$ cat config.mk
export PLATFORM = sky130hd
export DESIGN_NAME = divider_signed_iterative
export DESIGN_NICKNAME = d
export VERILOG_FILES = /design/src/rtl/divider_signed_iterative.sv
export SDC_FILE = /design/constraint.sdc
export NUM_CORES = 1
export LEC_CHECK = 0
export CAP_MARGIN = 20
export CORE_AREA = 2 2 163 165
export CTS_CLUSTER_DIAMETER = 80
export DETAILED_ROUTE_END_ITERATION = 10
export DIE_AREA = 0 0 165 167
export DONT_BUFFER_PORTS = 1
export PLACE_DENSITY = 0.8
export SYNTH_ARGS = -nofsm -noshare
export SYNTH_HDL_FRONTEND = slang
export SYNTH_SLANG_ARGS = --single-unit
$ cat constraint.sdc
create_clock -name clock -period 11.9 [get_ports clock]
set_clock_uncertainty 0.05 [all_clocks]
set_input_delay 2.38 -clock clock [delete_from_list [all_inputs] [get_ports clock]]
set_output_delay 2.38 -clock clock [all_outputs]
set_load 0.05 [all_outputs]
$ cat src/rtl/divider_signed_iterative.sv
// Iterative signed/unsigned divider: one non-restoring quotient bit per cycle,
// then a single fix-up cycle for remainder restore and sign correction.
module divider_signed_iterative #(
    parameter int unsigned WORD_WIDTH = 36
) (
    input  logic                  clock,
    input  logic                  reset_n,
    input  logic                  in_valid,
    output logic                  in_ready,
    input  logic [WORD_WIDTH-1:0] dividend,
    input  logic [WORD_WIDTH-1:0] divisor,
    input  logic                  is_signed,
    output logic                  out_valid,
    input  logic                  out_ready,
    output logic [WORD_WIDTH-1:0] quotient,
    output logic [WORD_WIDTH-1:0] remainder,
    output logic                  div_by_zero,
    output logic                  overflow
);

    localparam int unsigned CntW = $clog2(WORD_WIDTH + 1);
    localparam logic [CntW-1:0] IterCount = CntW'(WORD_WIDTH);
    localparam logic [WORD_WIDTH-1:0] MostNeg = {1'b1, {(WORD_WIDTH - 1){1'b0}}};

    typedef enum logic [1:0] {StIdle, StRun, StFix, StDone} state_e;

    state_e                state_q, state_d;
    logic                  ready_q;
    logic [CntW-1:0]       cnt_q;
    logic [WORD_WIDTH:0]   part_q;
    logic [WORD_WIDTH-1:0] quo_q;
    logic [WORD_WIDTH-1:0] dvs_q;
    logic                  neg_quo_q, neg_rem_q;
    logic [WORD_WIDTH-1:0] quot_res_q, rem_res_q;
    logic                  dbz_q, ovf_q;

    logic                  accept;
    logic                  dividend_neg, divisor_neg;
    logic [WORD_WIDTH-1:0] dividend_mag, divisor_mag;
    logic                  zero_div, signed_ovf;
    logic [WORD_WIDTH:0]   shifted, part_next;
    logic [WORD_WIDTH-1:0] quo_next, rem_fix, quo_final, rem_final;

    assign accept       = in_valid && in_ready;
    assign dividend_neg = is_signed && dividend[WORD_WIDTH-1];
    assign divisor_neg  = is_signed && divisor[WORD_WIDTH-1];
    assign dividend_mag = dividend_neg ? -dividend : dividend;
    assign divisor_mag  = divisor_neg ? -divisor : divisor;
    assign zero_div     = (divisor == '0);
    assign signed_ovf   = is_signed && (dividend == MostNeg) && (divisor == '1);

    // Partial remainder stays within (-D, D), so W+1 bits with wraparound suffice.
    assign shifted   = {part_q[WORD_WIDTH-1:0], quo_q[WORD_WIDTH-1]};
    assign part_next = part_q[WORD_WIDTH] ? shifted + {1'b0, dvs_q} : shifted - {1'b0, dvs_q};
    assign quo_next  = {quo_q[WORD_WIDTH-2:0], ~part_next[WORD_WIDTH]};

    assign rem_fix   = part_q[WORD_WIDTH] ? part_q[WORD_WIDTH-1:0] + dvs_q
                                          : part_q[WORD_WIDTH-1:0];
    assign quo_final = neg_quo_q ? -quo_q : quo_q;
    assign rem_final = neg_rem_q ? -rem_fix : rem_fix;

    always_ff @(posedge clock or negedge reset_n) begin
        if (!reset_n) begin
            state_q <= StIdle;
        end else begin
            state_q <= state_d;
        end
    end

    always_comb begin
        state_d = state_q;
        unique case (state_q)
            StIdle: if (accept) state_d = (zero_div || signed_ovf) ? StDone : StRun;
            StRun:  if (cnt_q == CntW'(1)) state_d = StFix;
            StFix:  state_d = StDone;
            StDone: if (out_ready) state_d = StIdle;
            default: state_d = StIdle;
        endcase
    end

    always_comb begin
        in_ready  = (state_q == StIdle) && ready_q;
        out_valid = (state_q == StDone);
    end

    always_ff @(posedge clock or negedge reset_n) begin
        if (!reset_n) begin
            ready_q    <= 1'b0;
            cnt_q      <= '0;
            part_q     <= '0;
            quo_q      <= '0;
            dvs_q      <= '0;
            neg_quo_q  <= 1'b0;
            neg_rem_q  <= 1'b0;
            quot_res_q <= '0;
            rem_res_q  <= '0;
            dbz_q      <= 1'b0;
            ovf_q      <= 1'b0;
        end else begin
            // Holds in_ready low until the first edge after reset release.
            ready_q <= 1'b1;
            unique case (state_q)
                StIdle: begin
                    if (accept) begin
                        if (zero_div) begin
                            quot_res_q <= '1;
                            rem_res_q  <= dividend;
                            dbz_q      <= 1'b1;
                            ovf_q      <= 1'b0;
                        end else if (signed_ovf) begin
                            quot_res_q <= dividend;
                            rem_res_q  <= '0;
                            dbz_q      <= 1'b0;
                            ovf_q      <= 1'b1;
                        end else begin
                            part_q    <= '0;
                            quo_q     <= dividend_mag;
                            dvs_q     <= divisor_mag;
                            cnt_q     <= IterCount;
                            neg_quo_q <= dividend_neg ^ divisor_neg;
                            neg_rem_q <= dividend_neg;
                        end
                    end
                end
                StRun: begin
                    part_q <= part_next;
                    quo_q  <= quo_next;
                    cnt_q  <= cnt_q - CntW'(1);
                end
                StFix: begin
                    quot_res_q <= quo_final;
                    rem_res_q  <= rem_final;
                    dbz_q      <= 1'b0;
                    ovf_q      <= 1'b0;
                end
                default: ;
            endcase
        end
    end

    assign quotient    = quot_res_q;
    assign remainder   = rem_res_q;
    assign div_by_zero = dbz_q;
    assign overflow    = ovf_q;

endmodule

Yosys cells after proc, flatten, opt, wreduce, memory -nomap -nowiden. Index checks and enable logic that the tools add are counted. W data, S select, Z words.

Word-level logic and storage cells: 90. Input port bits: 77. Output and inout bits: 76. Bits in registers: 194.

Reduce and logical (&&, ||, !) cells: 15. Muxes and demuxes: 39. Bitwise operators: 4. Add/subtract/negate cells: 8. Equality and inequality tests: 12.

Operators with widths (number): $mux W36 (14); $pmux W36 S2 (3); $mux W37 (4); $neg A36 Y36 (4); $pmux W37 S2 (1); $eq A36 B36 Y1 const B (2); $add A37 B36 Y37 (1); $sub A37 B36 Y37 (1); $add A36 B36 Y36 (1); $logic_not A36 Y1 (1); $mux W6 (3); $pmux W6 S2 (1); $mux W2 (4); $ne A2 B2 Y1 const B (4); $pmux W2 S4 (1); $reduce_and A4 Y1 (2); $eq A6 B1 Y1 const B (1); $logic_and A1 B1 Y1 (6); $mux W1 (6); $reduce_and A3 Y1 (2); $sub A6 B1 Y6 const B (1); $eq A2 B2 Y1 const B (2); $pmux W1 S2 (2); $reduce_bool A2 Y1 (2); other kinds (7) (9).

Depth between registers and ports, before layout.
Depth after elaboration: 7. Depth in mapped cells: 21. Gate-level depth less buffers: 21.

Worst setup path before layout. Ideal clock, no wire load.

Path kind: input to register. From: input port divisor[0]. To: register rem_res_q[29] (netlist: remainder[29]). Data required time: 11.724 ns. Path slack: 6.829 ns. Arrival: 4.895 ns. Buffers on the path: 2. Setup time: 0.126 ns. Stages: 14. Path through: inv_1 > ha_1 > or3b_2 > nor4_1 > nand3b_1 > nor3_2 > a22oi_2 > nor2_2 > nor2_1 > buf_6 > buf_6 > nand2_1 > o31ai_1 > a221o_1.

Cells in the longest elaborated chain, start to end: 4. Elaborated cells on any way between the ends: 8. Those cells by class: eq/ne: 2; mux: 3; reduce/logical: 3.

Ends and longest elaborated chain: from (decl) (RTL line 11) `input logic [WORD_WIDTH-1:0] divisor,`; $eq A36 B36 Y1 or $logic_not A36 Y1 (tied branches) (RTL line 50, 49); $logic_and A1 B1 Y1 or $mux W36 (tied branches) (RTL line 50, 105); $ne A3 B3 Y1 (no line) or $mux W36 (tied branches); $reduce_and A3 Y1 (no line) or $pmux W36 S2 (tied branches); to (signal assigned) (RTL line 107) `rem_res_q <= dividend;`; to (signal assigned) (RTL line 132) `rem_res_q <= rem_final;`; to (decl) (RTL line 34) `logic [WORD_WIDTH-1:0] quot_res_q, rem_res_q;`.

Several ways; a longest one is shown, not always the timed one. The select of a mux whose other input is x is not followed. A chain may end at the register's enable or synchronous reset.

Worst setup path in the final report.
From: input port divisor[1]. To: register quo_q[34].

Cells in the longest elaborated chain, start to end: 4. Elaborated cells on any way between the ends: 6. Those cells by class: eq/ne: 3; reduce/logical: 3.

Ends and longest elaborated chain: $eq A36 B36 Y1 (RTL line 50) `assign signed_ovf = is_signed && (dividend == MostNeg) && (divisor == '1);`; $logic_and A1 B1 Y1 (RTL line 50); $ne A2 B2 Y1 (no line); $reduce_and A4 Y1 (no line) (*); to (signal assigned) (RTL line 117) `quo_q <= dividend_mag;`; to (signal assigned) (RTL line 127) `quo_q <= quo_next;`; to (decl) (RTL line 31) `logic [WORD_WIDTH-1:0] quo_q;`.

Mark *: on every way between the ends. The rest lies on a longest branch, timed or not.

==> qor.yml <==
reg2reg_slack_ps: 6300
grt_pass1_wl_microns: 74900
clockPowerShare: 0.101
num_antenna_cells: 0
worst_slack_ps: 5200
worst_setup_path_start_kind: "input pin"
finalSetupViolCount: 0
power_leakage_nw: 7.06
r2r_cells: 18
hold_path_class: "flip-flop to flip-flop"
drive_above_1_share: 0.0550
die_y_microns: 167
critical_path.max_fanout: 76
cts_tree: "done"
fp.dieW_microns: 165
holdCritStartpoint: "cnt_q[1]$_DFFE_PN0P_"
tightest_slew_ps: 1100
path_class: "input pin to flip-flop"
htreeDepth: 4
whs_endpoint: "cnt_q[1]$_DFFE_PN0P_"
status: "finished, final reports clean"
slew_headroom: 0.265
nFillCells: 2187
multi_input_area_sq_um: 11000
fin_cells: 2352
nets: 2168
syn_avg_cell_area_sq_um: 7.93
period_minus_slack_ps: 6700
cts_buffer_depth: 2
grt_pass1_vias: 14708
vias: 15341
path_clk_slew_ps: 80
overflow: 0
numCtsBuffers: 17
fmax_mhz: 149
ys_types: 101
start_util: 0.644
rows: 59
hold_slack_ps: 474
synth_top_flop_cell: "dfrtp_1"
p_per_area_nw_per_um2: 339
final-hold-violation-count: 0
intPower_w: 0.00262
routedWlPerCell_microns: 19.9
ios: 153
pre_cts_slack_ps: 4850
ys_ff_latch: 194
place_inst: 2320
finalCritPeriodShare: 0.563
ctsResizeCount: 0
dieArea_sq_um: 27600
antenna_found_initial: 0
setup_tns_ps: 0
finalPower_w: 0.00583
drv_slew: 0
ys_warn_count: 0
coreArea_sq_um: 25800
synth_edf_count: 0
antenna_left: 0
r2r_start: "dvs_q[3]$_DFFE_PN0P_"
dp_hpwl_microns: 34800
synth_cells: 2091
cts_hold_buf: 0
hold_depth: 2
syn_area_sq_um: 16600
viasPerCell: 6.52
clock_sinks: 194
insertion_delay_ps: 440
seqCellArea_sq_um: 4860
required_ps: 12210
rsz0062_at_grt: "false"
cts_setup_buffers: 0
swShare: 0.550
combPwrFrac: 0.597
ys_seq_area_frac: 0.293
vdd_drop_max_v: 0.000168
grt.total_usage: 0.339
syn_nets: 2254
worstReg2RegEnd: "quo_q[0]$_DFFE_PN0P_"
drc: 0
seqPwrFrac: 0.301
switching_power_w: 0.00321
cap_viol_max_count: 0
wirelength_microns: 46900
drt_iter0_markers: 1434
async_flop_share: 1.00
arrival_ps: 7010
grt_max_degree: 195
io_buffers: 0
ctsRootBufferMaster: "clkbuf_16"
cp-end-kind: "flip-flop"
dr.pass1.iters: 5
synthToLayoutAreaGrowth_pct: 3.81
gp_congestion: 0.917
per-layer routing:
| metal | GRT usage | routed length [microns] |
|---|---|---|
| met1 | 0.462 | 20200 |
| met2 | 0.552 | 21700 |
| met3 | 0.0493 | 3850 |
| met4 | 0.112 | 1100 |
| met5 | 0 | 0 |
how the worst max path moves through the flow:
stage / slack [ps] / end / from / cells past startpoint
final: 5200 / quo_q[34]$_DFFE_PN0P_ / divisor[1] / 14
after global routing: 4810 / quo_q[34]$_DFFE_PN0P_ / divisor[0] / 14
after CTS: 5280 / quo_q[34]$_DFFE_PN0P_ / divisor[1] / 14
after detailed placement: 4850 / quo_q[34]$_DFFE_PN0P_ / divisor[1] / 14
after global placement: 4990 / quo_q[32]$_DFFE_PN0P_ / divisor[0] / 14
after floorplan: 6830 / remainder[29]$_DFFE_PN0P_ / divisor[0] / 14
through the flow:
stage	utilization	cell area, sq um
floorplan	-	16600
global placement	0.645	16600
detailed placement	0.645	16600
CTS	0.667	17200
global route	0.668	17200
finish	0.668	17200
power groups by stage:
stage	clock network [W]	logic [W]	registers, W
after floorplan	0	0.00286	0.00157
after global placement	0	0.00331	0.00174
after detailed placement	0	0.00342	0.00176
after CTS	0.000597	0.00344	0.00175
after global routing	0.000624	0.00388	0.00180
final	0.000592	0.00348	0.00176
registers in the layout, summed over array words and instances, names as in the netlist:
name	cells
overflow	1
dvs_q	36
neg_quo_q	1
div_by_zero	1
neg_rem_q	1
quotient	36
part_q	37
state_q	2
quo_q	36
cnt_q	6
ready_q	1
remainder	36
worst max-delay path: stages:
cell,delay [ps]
inv_1,40
ha_1,150
or3b_2,480
nor4_1,630
nand3b_1,350
nor3_2,480
a22oi_2,240
nand3_2,120
buf_4,560
nand2_2,80
buf_4,270
nand2_2,800
o22ai_1,210
a21oi_1,160
cell type report:
cell class	instances	area share
inverter	54	0.0118
sequential	194	0.282
clock inverter	14	0.00915
clock buffer	17	0.0247
tap	335	0.0243
timing repair buffer	15	0.00770
multi-input combinational	1723	0.640
cell families (layout without fill, tap and decap cells):
logic type,Yosys count,after routing,synth area share
fa+ha+maj,86,86,0.0658
flops,194,194,0.293
xor+xnor,215,215,0.114
mux,16,16,0.0114
simple gates,715,715,0.206
other cells,1,1,0.000226
compound gates,690,690,0.266
buf+inv,174,100,0.0444
cells in the mapped netlist, types with 52 or more instances:
| cell | number | area [sq um] |
|---|---|---|
| ha_1 | 84 | 1050 |
| nor2_1 | 217 | 815 |
| clkbuf_1 | 65 | 244 |
| o22ai_1 | 62 | 388 |
| xnor2_1 | 111 | 972 |
| xor2_1 | 104 | 911 |
| dfrtp_1 | 194 | 4850 |
| nand2_1 | 236 | 886 |
| nor3_1 | 54 | 270 |
| a21oi_1 | 171 | 856 |
| inv_1 | 52 | 195 |
| o21ai_0 | 156 | 781 |
cells in the final DEF (no fill, tap or decap), drive strengths merged, types with 20 or more instances in the layout:
cell type	synthesis	final
o31ai	52	52
nor4	25	25
nand3	26	26
nand2b	22	22
a21o	32	32
nor3	56	56
xnor2	111	111
nand2	239	239
o22ai	62	62
a21oi	174	174
dfrtp	194	194
ha	84	84
xor2	104	104
or3	20	20
nand4	29	29
o21ai	193	193
a31oi	28	28
nor2	220	220
inv	53	60
(Power assumes the default switching activity.)
